File: src/rtl/spi_master_mc.sv
// spi_master_mc: multi-channel SPI master. Each frame is {rw, address, data},
// sent MSB first, with the SPI mode and chip select chosen per transaction
// and a fixed SCLK divider.
// Ports:
//   i_clk_sys, i_rst_n       : system clock and async active-low reset
//   i_start .. i_write_data  : request strobe and payload, accepted only when idle
//   o_read_data/o_data_valid : last read word and its one-cycle valid pulse
//   o_done, o_err, o_busy    : frame complete, request rejected, frame in flight
//   i_MISO, o_SCLK, o_MOSI   : serial lines
//   o_SEN                    : active-low chip selects, one per channel
module spi_master_mc #(
  parameter int unsigned ADDR_WIDTH = 6,
  parameter int unsigned DATA_WIDTH = 20,
  parameter int unsigned NUM_CS     = 4,
  parameter int unsigned CS_SEL_W   = 2,
  parameter int unsigned CLK_DIV    = 4,
  parameter logic [1:0]  RESET_MODE = 2'b00
) (
  input  logic                  i_clk_sys,
  input  logic                  i_rst_n,
  input  logic                  i_start,
  input  logic                  i_rw,
  input  logic [1:0]            i_mode,
  input  logic [CS_SEL_W-1:0]   i_cs_sel,
  input  logic [ADDR_WIDTH-1:0] i_address,
  input  logic [DATA_WIDTH-1:0] i_write_data,
  output logic [DATA_WIDTH-1:0] o_read_data,
  output logic                  o_data_valid,
  output logic                  o_done,
  output logic                  o_err,
  output logic                  o_busy,
  input  logic                  i_MISO,
  output logic                  o_SCLK,
  output logic                  o_MOSI,
  output logic [NUM_CS-1:0]     o_SEN
);

  localparam int unsigned FRAME_BITS      = 1 + ADDR_WIDTH + DATA_WIDTH;
  localparam int unsigned HALF_EDGES      = 2 * FRAME_BITS;
  localparam int unsigned HCNT_W          = $clog2(CLK_DIV + 1);
  localparam int unsigned BCNT_W          = $clog2(HALF_EDGES + 1);
  // SCLK edge index of the first data bit's leading edge
  localparam int unsigned FIRST_DATA_EDGE = 2 * (1 + ADDR_WIDTH);

  typedef enum logic [2:0] {S_IDLE, S_LEAD, S_SHIFT, S_LAG, S_GAP} state_t;

  state_t                  r_state, w_state_nxt;
  logic [HCNT_W-1:0]       r_hcnt, w_hcnt_nxt;
  logic [BCNT_W-1:0]       r_bcnt, w_bcnt_nxt;
  logic [1:0]              r_mode, w_mode_nxt;
  logic                    r_rw, w_rw_nxt;
  logic [FRAME_BITS-1:0]   r_tx, w_tx_nxt;
  logic [DATA_WIDTH-1:0]   r_rx, w_rx_nxt;
  logic [DATA_WIDTH-1:0]   r_rdata, w_rdata_nxt;
  logic                    r_sclk, w_sclk_nxt;
  logic                    r_mosi, w_mosi_nxt;
  logic [NUM_CS-1:0]       r_sen, w_sen_nxt;
  logic                    r_busy, w_busy_nxt;
  logic                    r_done, w_done_nxt;
  logic                    r_valid, w_valid_nxt;
  logic                    r_err, w_err_nxt;
  logic                    w_edge;
  logic                    w_hcnt_last;
  logic [DATA_WIDTH-1:0]   w_wdata;
  logic [FRAME_BITS-1:0]   w_frame;

  assign w_hcnt_last = (r_hcnt == HCNT_W'(CLK_DIV - 1));
  // Reads shift zeros out during the data field
  assign w_wdata     = i_rw ? {DATA_WIDTH{1'b0}} : i_write_data;
  assign w_frame     = {i_rw, i_address, w_wdata};

  // State and all registered outputs
  always_ff @(posedge i_clk_sys or negedge i_rst_n) begin
    if (!i_rst_n) begin
      r_state <= S_IDLE;
      r_hcnt  <= '0;
      r_bcnt  <= '0;
      r_mode  <= RESET_MODE;
      r_rw    <= 1'b0;
      r_tx    <= '0;
      r_rx    <= '0;
      r_rdata <= '0;
      r_sclk  <= RESET_MODE[1];
      r_mosi  <= 1'b0;
      r_sen   <= '1;
      r_busy  <= 1'b0;
      r_done  <= 1'b0;
      r_valid <= 1'b0;
      r_err   <= 1'b0;
    end else begin
      r_state <= w_state_nxt;
      r_hcnt  <= w_hcnt_nxt;
      r_bcnt  <= w_bcnt_nxt;
      r_mode  <= w_mode_nxt;
      r_rw    <= w_rw_nxt;
      r_tx    <= w_tx_nxt;
      r_rx    <= w_rx_nxt;
      r_rdata <= w_rdata_nxt;
      r_sclk  <= w_sclk_nxt;
      r_mosi  <= w_mosi_nxt;
      r_sen   <= w_sen_nxt;
      r_busy  <= w_busy_nxt;
      r_done  <= w_done_nxt;
      r_valid <= w_valid_nxt;
      r_err   <= w_err_nxt;
    end
  end

  // Next-state, datapath and output decode
  always_comb begin
    w_state_nxt = r_state;
    w_hcnt_nxt  = r_hcnt;
    w_bcnt_nxt  = r_bcnt;
    w_mode_nxt  = r_mode;
    w_rw_nxt    = r_rw;
    w_tx_nxt    = r_tx;
    w_rx_nxt    = r_rx;
    w_rdata_nxt = r_rdata;
    w_sclk_nxt  = r_sclk;
    w_mosi_nxt  = r_mosi;
    w_sen_nxt   = r_sen;
    w_busy_nxt  = r_busy;
    w_done_nxt  = 1'b0;
    w_valid_nxt = 1'b0;
    w_err_nxt   = 1'b0;
    w_edge      = 1'b0;

    case (r_state)
      S_IDLE: begin
        w_hcnt_nxt = '0;
        w_bcnt_nxt = '0;
        w_sclk_nxt = r_mode[1];
        w_mosi_nxt = 1'b0;
        w_sen_nxt  = '1;
        w_busy_nxt = 1'b0;
        if (i_start) begin
          if (32'(i_cs_sel) >= NUM_CS) begin
            w_err_nxt = 1'b1;
          end else begin
            w_state_nxt = S_LEAD;
            w_busy_nxt  = 1'b1;
            w_mode_nxt  = i_mode;
            w_rw_nxt    = i_rw;
            w_rx_nxt    = '0;
            w_sen_nxt   = ~(NUM_CS'(1) << i_cs_sel);
            // Idle level follows the new CPOL a full LEAD before the first edge
            w_sclk_nxt  = i_mode[1];
            if (!i_mode[0]) begin
              // CPHA=0 presents bit 0 while CS settles
              w_mosi_nxt = w_frame[FRAME_BITS-1];
              w_tx_nxt   = w_frame << 1;
            end else begin
              w_tx_nxt   = w_frame;
            end
          end
        end
      end
      S_LEAD: begin
        if (w_hcnt_last) begin
          w_hcnt_nxt  = '0;
          w_state_nxt = S_SHIFT;
          w_edge      = 1'b1;
        end else begin
          w_hcnt_nxt = r_hcnt + HCNT_W'(1);
        end
      end
      S_SHIFT: begin
        if (w_hcnt_last) begin
          w_hcnt_nxt = '0;
          // After the last half-period SCLK is already back at idle
          if (r_bcnt == BCNT_W'(HALF_EDGES)) w_state_nxt = S_LAG;
          else                                w_edge      = 1'b1;
        end else begin
          w_hcnt_nxt = r_hcnt + HCNT_W'(1);
        end
      end
      S_LAG: begin
        if (w_hcnt_last) begin
          w_hcnt_nxt  = '0;
          w_state_nxt = S_GAP;
          w_sen_nxt   = '1;
          w_mosi_nxt  = 1'b0;
          w_done_nxt  = 1'b1;
          if (r_rw) begin
            w_valid_nxt = 1'b1;
            w_rdata_nxt = r_rx;
          end
        end else begin
          w_hcnt_nxt = r_hcnt + HCNT_W'(1);
        end
      end
      S_GAP: begin
        if (w_hcnt_last) begin
          w_hcnt_nxt  = '0;
          w_state_nxt = S_IDLE;
          w_busy_nxt  = 1'b0;
        end else begin
          w_hcnt_nxt = r_hcnt + HCNT_W'(1);
        end
      end
      default: w_state_nxt = S_IDLE;
    endcase

    // r_bcnt is the index of the SCLK edge being taken; even = leading
    if (w_edge) begin
      w_sclk_nxt = ~r_sclk;
      w_bcnt_nxt = r_bcnt + BCNT_W'(1);
      if (r_bcnt[0] == r_mode[0]) begin
        // Sample edge: leading for CPHA=0, trailing for CPHA=1
        if (r_bcnt >= BCNT_W'(FIRST_DATA_EDGE))
          w_rx_nxt = (r_rx << 1) | DATA_WIDTH'(i_MISO);
      end else if (r_bcnt != BCNT_W'(HALF_EDGES - 1)) begin
        w_mosi_nxt = r_tx[FRAME_BITS-1];
        w_tx_nxt   = r_tx << 1;
      end
    end
  end

  assign o_read_data  = r_rdata;
  assign o_data_valid = r_valid;
  assign o_done       = r_done;
  assign o_err        = r_err;
  assign o_busy       = r_busy;
  assign o_SCLK       = r_sclk;
  assign o_MOSI       = r_mosi;
  assign o_SEN        = r_sen;

endmodule
File: config.mk
export PLATFORM = sky130hd
export DESIGN_NAME = spi_master_mc
export DESIGN_NICKNAME = d
export VERILOG_FILES = /design/src/rtl/spi_master_mc.sv
export SDC_FILE = /design/constraint.sdc
export NUM_CORES = 1
export LEC_CHECK = 0
export CELL_PAD_IN_SITES_DETAIL_PLACEMENT = 0
export CELL_PAD_IN_SITES_GLOBAL_PLACEMENT = 1
export CORE_UTILIZATION = 48
export CTS_BUF_LIST = sky130_fd_sc_hd__clkbuf_8
export DETAILED_ROUTE_END_ITERATION = 7
export GPL_TIMING_DRIVEN = 0
export PLACE_DENSITY = 0.94
export SLEW_MARGIN = 10
export SYNTH_ARGS = -nofsm -noshare
export SYNTH_HDL_FRONTEND = slang
export SYNTH_SLANG_ARGS = --single-unit
File: constraint.sdc
create_clock -name i_clk_sys -period 4.6 [get_ports i_clk_sys]
set_clock_uncertainty 0.2 [all_clocks]
set_input_delay 0.69 -clock i_clk_sys [delete_from_list [all_inputs] [get_ports i_clk_sys]]
set_output_delay 0.69 -clock i_clk_sys [all_outputs]
set_load 0.02 [all_outputs]
Word-level counts from Yosys, hierarchy flattened
Cells that the tools add are included.
{ "totals": {"output_inout_bits": 30, "register_bits": 91} }
{ "op_classes": {"n_reduce_logical": 11, "addsub": 2, "bitwise": 3, "mux": 47, "n_eq_ne": 14, "shifts": 1, "n_lt_le_gt_ge": 1} }
{ "ops": {"columns": ["cell", "count"], "rows": [
  ["27-bit two-way mux", 6],
  ["20-bit two-way mux", 6],
  ["3-bit two-way mux", 7],
  ["20-bit by 1-bit bitwise OR with 20-bit output", 1],
  ["1-bit two-way mux", 18],
  ["3-bit one-hot mux with 5 select lines", 1],
  ["6-bit two-way mux", 2],
  ["2-bit inequality test, second input constant", 6],
  ["3-bit by 2-bit equality test with 1-bit output, second input constant", 3],
  ["4-bit two-way mux", 2],
  ["4-bit one-hot mux with 2 select lines", 1],
  ["2-bit nonzero test", 4],
  ["6-bit by 1-bit adder with 6-bit output, second input constant", 1],
  ["6-bit equality test, second input constant", 1],
  ["6-bit by 4-bit >= comparator with 1-bit output, second input constant", 1],
  ["6-bit inequality test, second input constant", 1],
  ["1-bit one-hot mux with 2 select lines", 3],
  ["3-bit one-hot mux with 2 select lines", 1],
  ["2-bit AND reduction", 3],
  ["6-bit AND reduction", 1],
  ["4-bit inverter", 1],
  ["4-bit OR reduction", 1],
  ["1-bit by 2-bit left shift with 4-bit output, first input constant", 1],
  ["3-bit by 1-bit adder with 3-bit output, second input constant", 1],
  ["6 further kinds", 6]
]} }

Logic depth before layout (Yosys ltp)
Gate-level depths: netlist of run 1.
{ "logic_depth": {"depth_word": 7, "ltp_mapped": 7, "mapped_depth_nobuf": 6} }

Worst setup path before layout of run 1
No wires, ideal clock.
{ "synth_timing": {"kind": "flip-flop to flip-flop", "from": "register r_hcnt[0]", "to": "register r_tx[10]", "arrival_ps": 2150, "path_buffers": 2, "setup_slack_ps": 2124, "stages_incl_launch_ff": 8, "required_ps": 4275, "path_cell_list": "dfrtp_1 ha_1 or3b_1 a311o_1 a211o_1 buf_6 buf_6 mux2_4"} }
{ "synth_via": {"elab_chain_len": 4, "elab_cells_between_ends": 5, "cone_classes": "eq/ne: 1; mux: 4"} }
{ "synth_rtl": {"columns": ["item", "line_no", "rtl"], "rows": [
  ["from (decl)", "48", "logic [HCNT_W-1:0] r_hcnt, w_hcnt_nxt;"],
  ["from (signal assigned)", "92", "r_hcnt <= w_hcnt_nxt;"],
  ["3-bit by 2-bit equality test with 1-bit output (*)", "67", "assign w_hcnt_last = (r_hcnt == HCNT_W'(CLK_DIV - 1));"],
  ["1-bit two-way mux, on equally long branches", "168, 159", null],
  ["1-bit one-hot mux with 2 select lines (*)", "128", "case (r_state)"],
  ["27-bit two-way mux (*)", "205", "if (w_edge) begin"],
  ["net w_tx_nxt[10]", "52", "logic [FRAME_BITS-1:0] r_tx, w_tx_nxt;"],
  ["to (signal assigned)", "96", "r_tx <= w_tx_nxt;"],
  ["to (decl)", "52", null]
]} }
The timed path passes the listed nets; every way through them passes the cells marked *.
A chain may end at the register's enable or synchronous reset.

Final worst setup path of run 1
{ "layout_timing": {"from": "input port i_start", "to": "register r_tx[20]"} }
{ "layout_via": {"elab_chain_len": 5} }
{ "layout_rtl": {"columns": ["item", "line_no", "rtl"], "rows": [
  ["from (decl)", "21", "input logic i_start,"],
  ["27-bit two-way mux (*)", "136", "if (i_start) begin"],
  ["27-bit two-way mux (*)", "128", null],
  ["27-bit two-way mux", "212", "end else if (r_bcnt != BCNT_W'(HALF_EDGES - 1)) begin"],
  ["27-bit two-way mux", "208", "if (r_bcnt[0] == r_mode[0]) begin"],
  ["27-bit two-way mux (*)", "205", null],
  ["net w_tx_nxt[20]", "52", null]
]} }
Marks and branches as above.

==> key figures, run 1 <==
Timing
  • Final worst-path setup slack: 1800 ps
  • Setup Viol. Count Final: 0
  • Final setup TNS: 0 ps
  • Final hold vios: 0
  • Final min period: 2800 ps
  • Slew @ Worst Pin: 797 ps
  • Slew Limit Headroom: 46.9%
  • Fmax: 358 MHz
  • Max-slew violations: 0
  • Final period util: 60.8%
  • RSZ-0062 raised after global routing: false

Routing
  • DRC: 0
  • First drt pass iteration count: 4
  • WL/cell: 14.9 um
  • Final ANT Viol Nets: 0
  • Drt total wl: 8.69 mm
  • Vias per inst: 5.35
  • Number of DRC markers in iteration 0: 123
  • Vias: 3,112

Global route
  • Vias in the first global route: 3,110
  • Total routing usage reported by global routing: 19.5%
  • Overflow after GRT: 0
  • Antenna violations before repair: 0
  • Largest net degree at the start of global routing: 49
  • Global-route wire length before repair: 15.0 mm

Placement
  • Pre-CTS WS: 1400 ps
  • IO Port Bufs: 62
  • GPL Wtd Cong: 0.789
  • DP Wirelength: 6.28 mm

Synthesis
  • Synth Area in XOR/XNOR: 0.779%
  • Post-synthesis mux area share: 24.1%
  • Yosys reg bits: 91
  • Mapped Area: 4500 um2
  • Synth Area in Adders: 1.34%
  • Net count after synthesis: 434
  • Async SR Flop Fraction: 100%
  • Synthesized area per cell: 11.4 um2
  • Main synth FF type: dfrtp_1
  • Simple-gate area share of the yosys netlist: 9.68%
  • Synth Instances: 395
  • Synth Area in Compound Gates: 8.90%
  • Yosys warns: 0
  • Largest family of logic cells by synthesized area: multiplexers
  • Synth cell types: 50
  • Number of synthesized flops with an enable pin: 0
  • Post-synthesis sequential area ratio: 50.8%

Floorplanning
  • Rows: 34
  • Top Ports: 65
  • Initial core utilization: 50.6%
  • Die area: 9760 um2
  • Die span in y: 98.8 um
  • Core footprint: 8890 um2
  • Die width: 98.8 um

CTS
  • Postcts setup bufs: 0
  • H-tree depth: 3
  • Cts bufs inserted: 9
  • # clock sinks: 91
  • CTS tree: built
  • PostCTS Resize Cnt: 0
  • Hold buffers post-CTS: 0
  • Bufs on Longest Clock Path: 2
  • Reg clk slew, reported paths: 100 ps
  • Clock latency on the worst-skew pair: 360 ps
  • Clock tree root driver cell: clkbuf_8

Power
  • Clock Power Share: 38.7%
  • Net Sw Frac: 23.7%
  • Psw: 342 uW
  • Lkg Pwr: 0.00266 uW
  • PD cells: 264 nW/um2
  • Seq pwr share: 55.5%
  • Internal power: 1100 uW
  • Comb power frac: 5.8%
  • IR drop worst, VDD: 176 uV

Setup path
  • Critical path class: in2reg
  • WP data arrival: 2840 ps
  • Worst Setup End Kind: flop
  • CP peak stage delay: 600 ps
  • CP delay by family, top: buffers and inverters
  • CP max FO: 10
  • CP bufs+invs: 3
  • Slowest cell on crit path: or4b_2
  • Critical Path RT: 4640 ps
  • Crit-path cells: clkdlybuf4s50_1 -> or4b_2 -> buf_2 -> clkbuf_1 -> nand2_1 -> o21ai_0 -> mux2_4
  • Startpoint types: input port

Layout
  • Area Growth Syn to Fin: 21.9%
  • Most common library cell in the layout ignoring fill and taps: dfrtp_1
  • Layout cells sized above 1: 18.6%
  • Most frequent cells in the layout: 87 x dfrtp_1, 61 x clkdlybuf4s50_1, 50 x nand2_1, 38 x mux2_2, 37 x mux2i_1
  • Total inserted antenna cells: 0
  • Final nets: 508

Min path
  • Hold Path Class: in2async

Status
  • Status: finished clean

Run
  • # Max-Cap Violations: 0
[cell families (layout without fill, tap and decap cells)]
| logic type | after synthesis | count (layout) |
|---|---|---|
| and+or+nand+nor | 97 | 97 |
| muxes | 94 | 94 |
| DFF | 91 | 91 |
| AOI/OAI and AO/OA | 58 | 58 |
| buffers and inverters | 45 | 124 |
| adders and majority gates | 5 | 5 |
| xor gates and xnor gates | 4 | 4 |
| other | 1 | 1 |
[power by group through the flow]
stage,registers [uW],logic [uW],clock network (uW)
floorplan,819,26.0,0
global placement,818,82.1,0
detailed placement,818,85.8,0
CTS,802,85.8,578
global route,803,93.4,604
finish,802,84.3,560
[flip-flops by register name, summed over array words and instances (netlist names), 2 cells and up]
signal and flops:
o_read_data 20, o_SEN 4, r_hcnt 3, r_rx 20
r_mode 2, r_tx 27, r_state 3, r_bcnt 6
[cell usage after synthesis, drive strengths merged (3+ instances only)]
cell    instances  area share [%]
buf             9             1.4
o31ai          19             3.2
clkbuf         19             1.6
xnor2           3            0.58
a21oi           7            0.78
dfstp           4             2.3
inv            17             1.4
dfrtp          87              48
nand3           7            0.78
nand2          50             4.2
mux2i          37             8.2
nor2           21             1.8
a211o           3            0.58
o21ai          15             1.7
mux2           57              16
ha              4             1.1
[cell type report]
cell class / count / area, um2
Clock inverter: 7 / 81.3
Sequential cell: 91 / 2280
Buffer: 28 / 133
Inverter: 17 / 63.8
Timing Repair Buffer: 63 / 646
Multi-Input combinational cell: 259 / 2020
Clock buffer: 9 / 124
Tap cell: 108 / 135
Fill cell: 722 / 3410
[through the flow]
stage / total power, uW / hold slack [ps] / util (%) / instance area (um2) / cells
finish: 1450 / 103 / 61.7 / 5480 / 582
global route: 1500 / 147 / 61.7 / 5480 / 582
global placement: 900 / 261 / 59.1 / 5250 / 565
floorplan: 845 / 194 / - / 4500 / 395
CTS: 1470 / 114 / 61.7 / 5480 / 582
detailed placement: 904 / 270 / 59.4 / 5280 / 566
[per-layer routing]
| metal | wire [um] | global-route usage [%] | vias to the layer above |
|---|---|---|---|
| met5 | 0 | 0 | - |
| met4 | 127 | 7.92 | 0 |
| met3 | 217 | 2.34 | 10 |
| met2 | 4020 | 31.1 | 64 |
| met1 | 4330 | 27.1 | 1503 |
| li1 | - | - | 1535 |
[path summary, 6_finish.rpt]
check | from | slack (ps) | cells after the start | to
max in group asynchronous | i_rst_n | 3440 | 2 | o_SEN[2]$_DFFE_PN1P_
min reg2reg | r_mode[1]$_DFFE_PN0P_ | 290 | 2 | r_mode[1]$_DFFE_PN0P_
min | i_rst_n | 100 | 1 | o_read_data[3]$_DFFE_PN0P_
max | i_start | 1800 | 7 | r_tx[20]$_DFF_PN0_
min in group i_clk_sys | r_mode[1]$_DFFE_PN0P_ | 290 | 2 | r_mode[1]$_DFFE_PN0P_
max reg2reg | r_hcnt[0]$_DFFE_PN0P_ | 1910 | 7 | r_tx[8]$_DFF_PN0_
[worst reg2reg max path: cells and delay by family (launching register included)]
family                     cells  cell delay (ps)
AOI/OAI and AO/OA              2              690
adders and majority gates      1              250
buffers and inverters          2              310
DFF                            1              410
muxes                          1              310
and+or+nand+nor                1              400
(Power assumes the default switching activity.)
==> inputs of run 2 (changes only) <==
- CORE_UTILIZATION: 48 -> 40
- PLACE_DENSITY: 0.94 -> 0.85
- clock period: 4.6 -> 2.4 ns (I/O delays scaled with it)
==> run 2 against run 1 <==
Compared with the run above: register-to-register slack worse by 1900 ps; hold slack better by 200 ps; worst setup slack worse by 1800 ps; first-iteration DRC count is 14% higher; sequential share of layout area is 1.7 points lower; sequential cell count stayed put; clock power is 110% higher; final cell count is 7.2% higher; via count is 2.9% higher; total power is 98% higher; sequential power is 92% higher; critical endpoint is now r_tx[24]$_DFF_PN0_; largest cell class unchanged; highest routed layer unchanged.
==> key figures, run 2 (same netlist as run 1, synthesis figures left out) <==
Timing
  • Slew @ Worst Pin: 740 ps
  • Max-slew violations: 0
  • Slew Limit Headroom: 50.7%
  • Fmax: 417 MHz
  • Final worst-path setup slack: 3.59 ps
  • Final min period: 2400 ps
  • Final hold vios: 0
  • RSZ-0062 raised after global routing: true
  • Final period util: 99.9%
  • Worst hold slack: 305 ps
  • Setup Viol. Count Final: 0

Setup path
  • Worst Setup End Kind: flop
  • CP endpoint: r_tx[24]$_DFF_PN0_
  • Slowest cell on crit path: dfrtp_1
  • CP peak stage delay: 400 ps
  • Worst R2R Setup Slack: 4 ps
  • Crit-path cells: ha_4 -> or3b_4 -> a311o_1 -> a211o_1 -> buf_6 -> clkbuf_16 -> mux2_4
  • Critical path class: reg2reg
  • Crit path from: r_hcnt[1]$_DFFE_PN0P_
  • R2R depth: 7
  • CP max FO: 6
  • WP data arrival: 2430 ps
  • R2R Path End: r_tx[24]$_DFF_PN0_
  • Startpoint types: flop
  • Worst reg2reg startpoint: r_hcnt[1]$_DFFE_PN0P_
  • Critical Path RT: 2440 ps

Layout
  • Area Growth Syn to Fin: 27.3%
  • Layout cells sized above 1: 23.3%
  • Most common library cell in the layout ignoring fill and taps: dfrtp_1
  • Final nets: 518
  • Max reg flops: 27
  • Seq. cell area: 2280 um2
  • Largest register by flop count: r_tx
  • # fillers: 958
  • Most frequent cells in the layout: 86 x dfrtp_1, 61 x clkdlybuf4s50_1, 50 x nand2_1, 38 x mux2_2, 37 x mux2i_1
  • Area of the multi-input gates: 2040 um2
  • Total inserted antenna cells: 0
  • Core Util, Final: 52.6%

Floorplanning
  • Die area: 11,700 um2
  • Die width: 108 um
  • Core footprint: 10,900 um2
  • Rows: 38
  • Top Ports: 65
  • Die span in y: 108 um
  • Initial core utilization: 41.3%

Routing
  • DRC: 0
  • Vias per inst: 5.13
  • Drt total wl: 9.09 mm
  • WL/cell: 14.6 um
  • First drt pass iteration count: 4
  • Final ANT Viol Nets: 0
  • Vias: 3,202
  • Number of DRC markers in iteration 0: 140

Placement
  • GPL Wtd Cong: 0.782
  • DP Wirelength: 6.47 mm
  • Pre-CTS WS: -498 ps
  • IO Port Bufs: 62

CTS
  • Cts bufs inserted: 9
  • Bufs on Longest Clock Path: 2
  • Clock latency on the worst-skew pair: 350 ps
  • CTS tree: built
  • H-tree depth: 3
  • # clock sinks: 91
  • Clock tree root driver cell: clkbuf_8
  • Reg clk slew, reported paths: 90 ps

Power
  • PD cells: 499 nW/um2
  • IR drop worst, VDD: 242 uV
  • Tot Pwr: 2860 uW
  • Lkg Pwr: 0.00279 uW

Global route
  • Overflow after GRT: 0
  • Total routing usage reported by global routing: 16.6%
  • Global-route wire length before repair: 15.2 mm
  • Largest net degree at the start of global routing: 50
  • Antenna violations before repair: 0
  • Vias in the first global route: 3,139

Run
  • # Max-Cap Violations: 0

Min path
  • Hold Path Class: reg2reg

Status
  • Status: finished clean
## run 2: power by group
| group | total, uW | switching, uW | internal, uW |
|---|---|---|---|
| logic | 163 | 81.5 | 81.4 |
| clock network | 1160 | 541 | 617 |
| registers | 1540 | 1.61 | 1540 |
| total | 2860 | 624 | 2230 |
## run 2: critical path: cells and delay by family, from the launching register on
family                     cells  cell delay [ps]
AOI/OAI and AO/OA              2              550
DFF                            1              400
and+or+nand+nor                1              370
buffers and inverters          2              320
muxes                          1              280
adders and majority gates      1              160
## run 2: layout make-up
cell class,count,area share [%]
Buffer,26,2.78
Clock buffer,10,2.40
Clock inverter,6,1.55
Inverter,17,1.11
Multi-Input combinational cell,259,35.6
Sequential cell,91,39.9
Tap cell,140,3.06
Timing Repair Buffer,75,13.6
## run 2: per-layer routing
metal  share of wire (%)  wire, um  vias up  track usage, %
li1                    -         -     1553               -
met1                  50      4580     1571            23.0
met2                  45      4100       70            26.4
met3                 3.3       299        8            2.95
met4                 1.2       105        0            4.99
met5                   0         0        -               0
## run 2: through the flow
stage | cells | instance area [um2] | TNS, ps
2_1_floorplan | 395 | 4500 | 0
3_3_place_gp | 597 | 5300 | -241670
3_5_place_dp | 598 | 5320 | -17290
4_1_cts | 618 | 5620 | -1070
5_1_grt | 624 | 5730 | -1220
6_report | 624 | 5730 | 0
## run 2: how the worst min path moves through the flow
stage | start | to | slack [ps] | depth (start not counted)
floorplan | i_rst_n | o_MOSI$_DFF_PN0_ | -140 | 0
global placement | r_mode[1]$_DFFE_PN0P_ | r_mode[1]$_DFFE_PN0P_ | 260 | 2
detailed placement | i_rst_n | o_read_data[3]$_DFFE_PN0P_ | 190 | 1
CTS | r_rw$_DFFE_PN0P_ | r_rw$_DFFE_PN0P_ | 300 | 2
global route | r_tx[0]$_DFF_PN0_ | r_tx[1]$_DFF_PN0_ | 310 | 1
finish | r_tx[0]$_DFF_PN0_ | r_tx[1]$_DFF_PN0_ | 300 | 1
## run 2: repair_timing
action,CTS,global route
cloned,0,2
buffers inserted,4,5
pin swaps,2,2
setup endpoints to repair,72,59
resized for setup,14,9
hold buffers,1,0
hold endpoints to repair,42,0
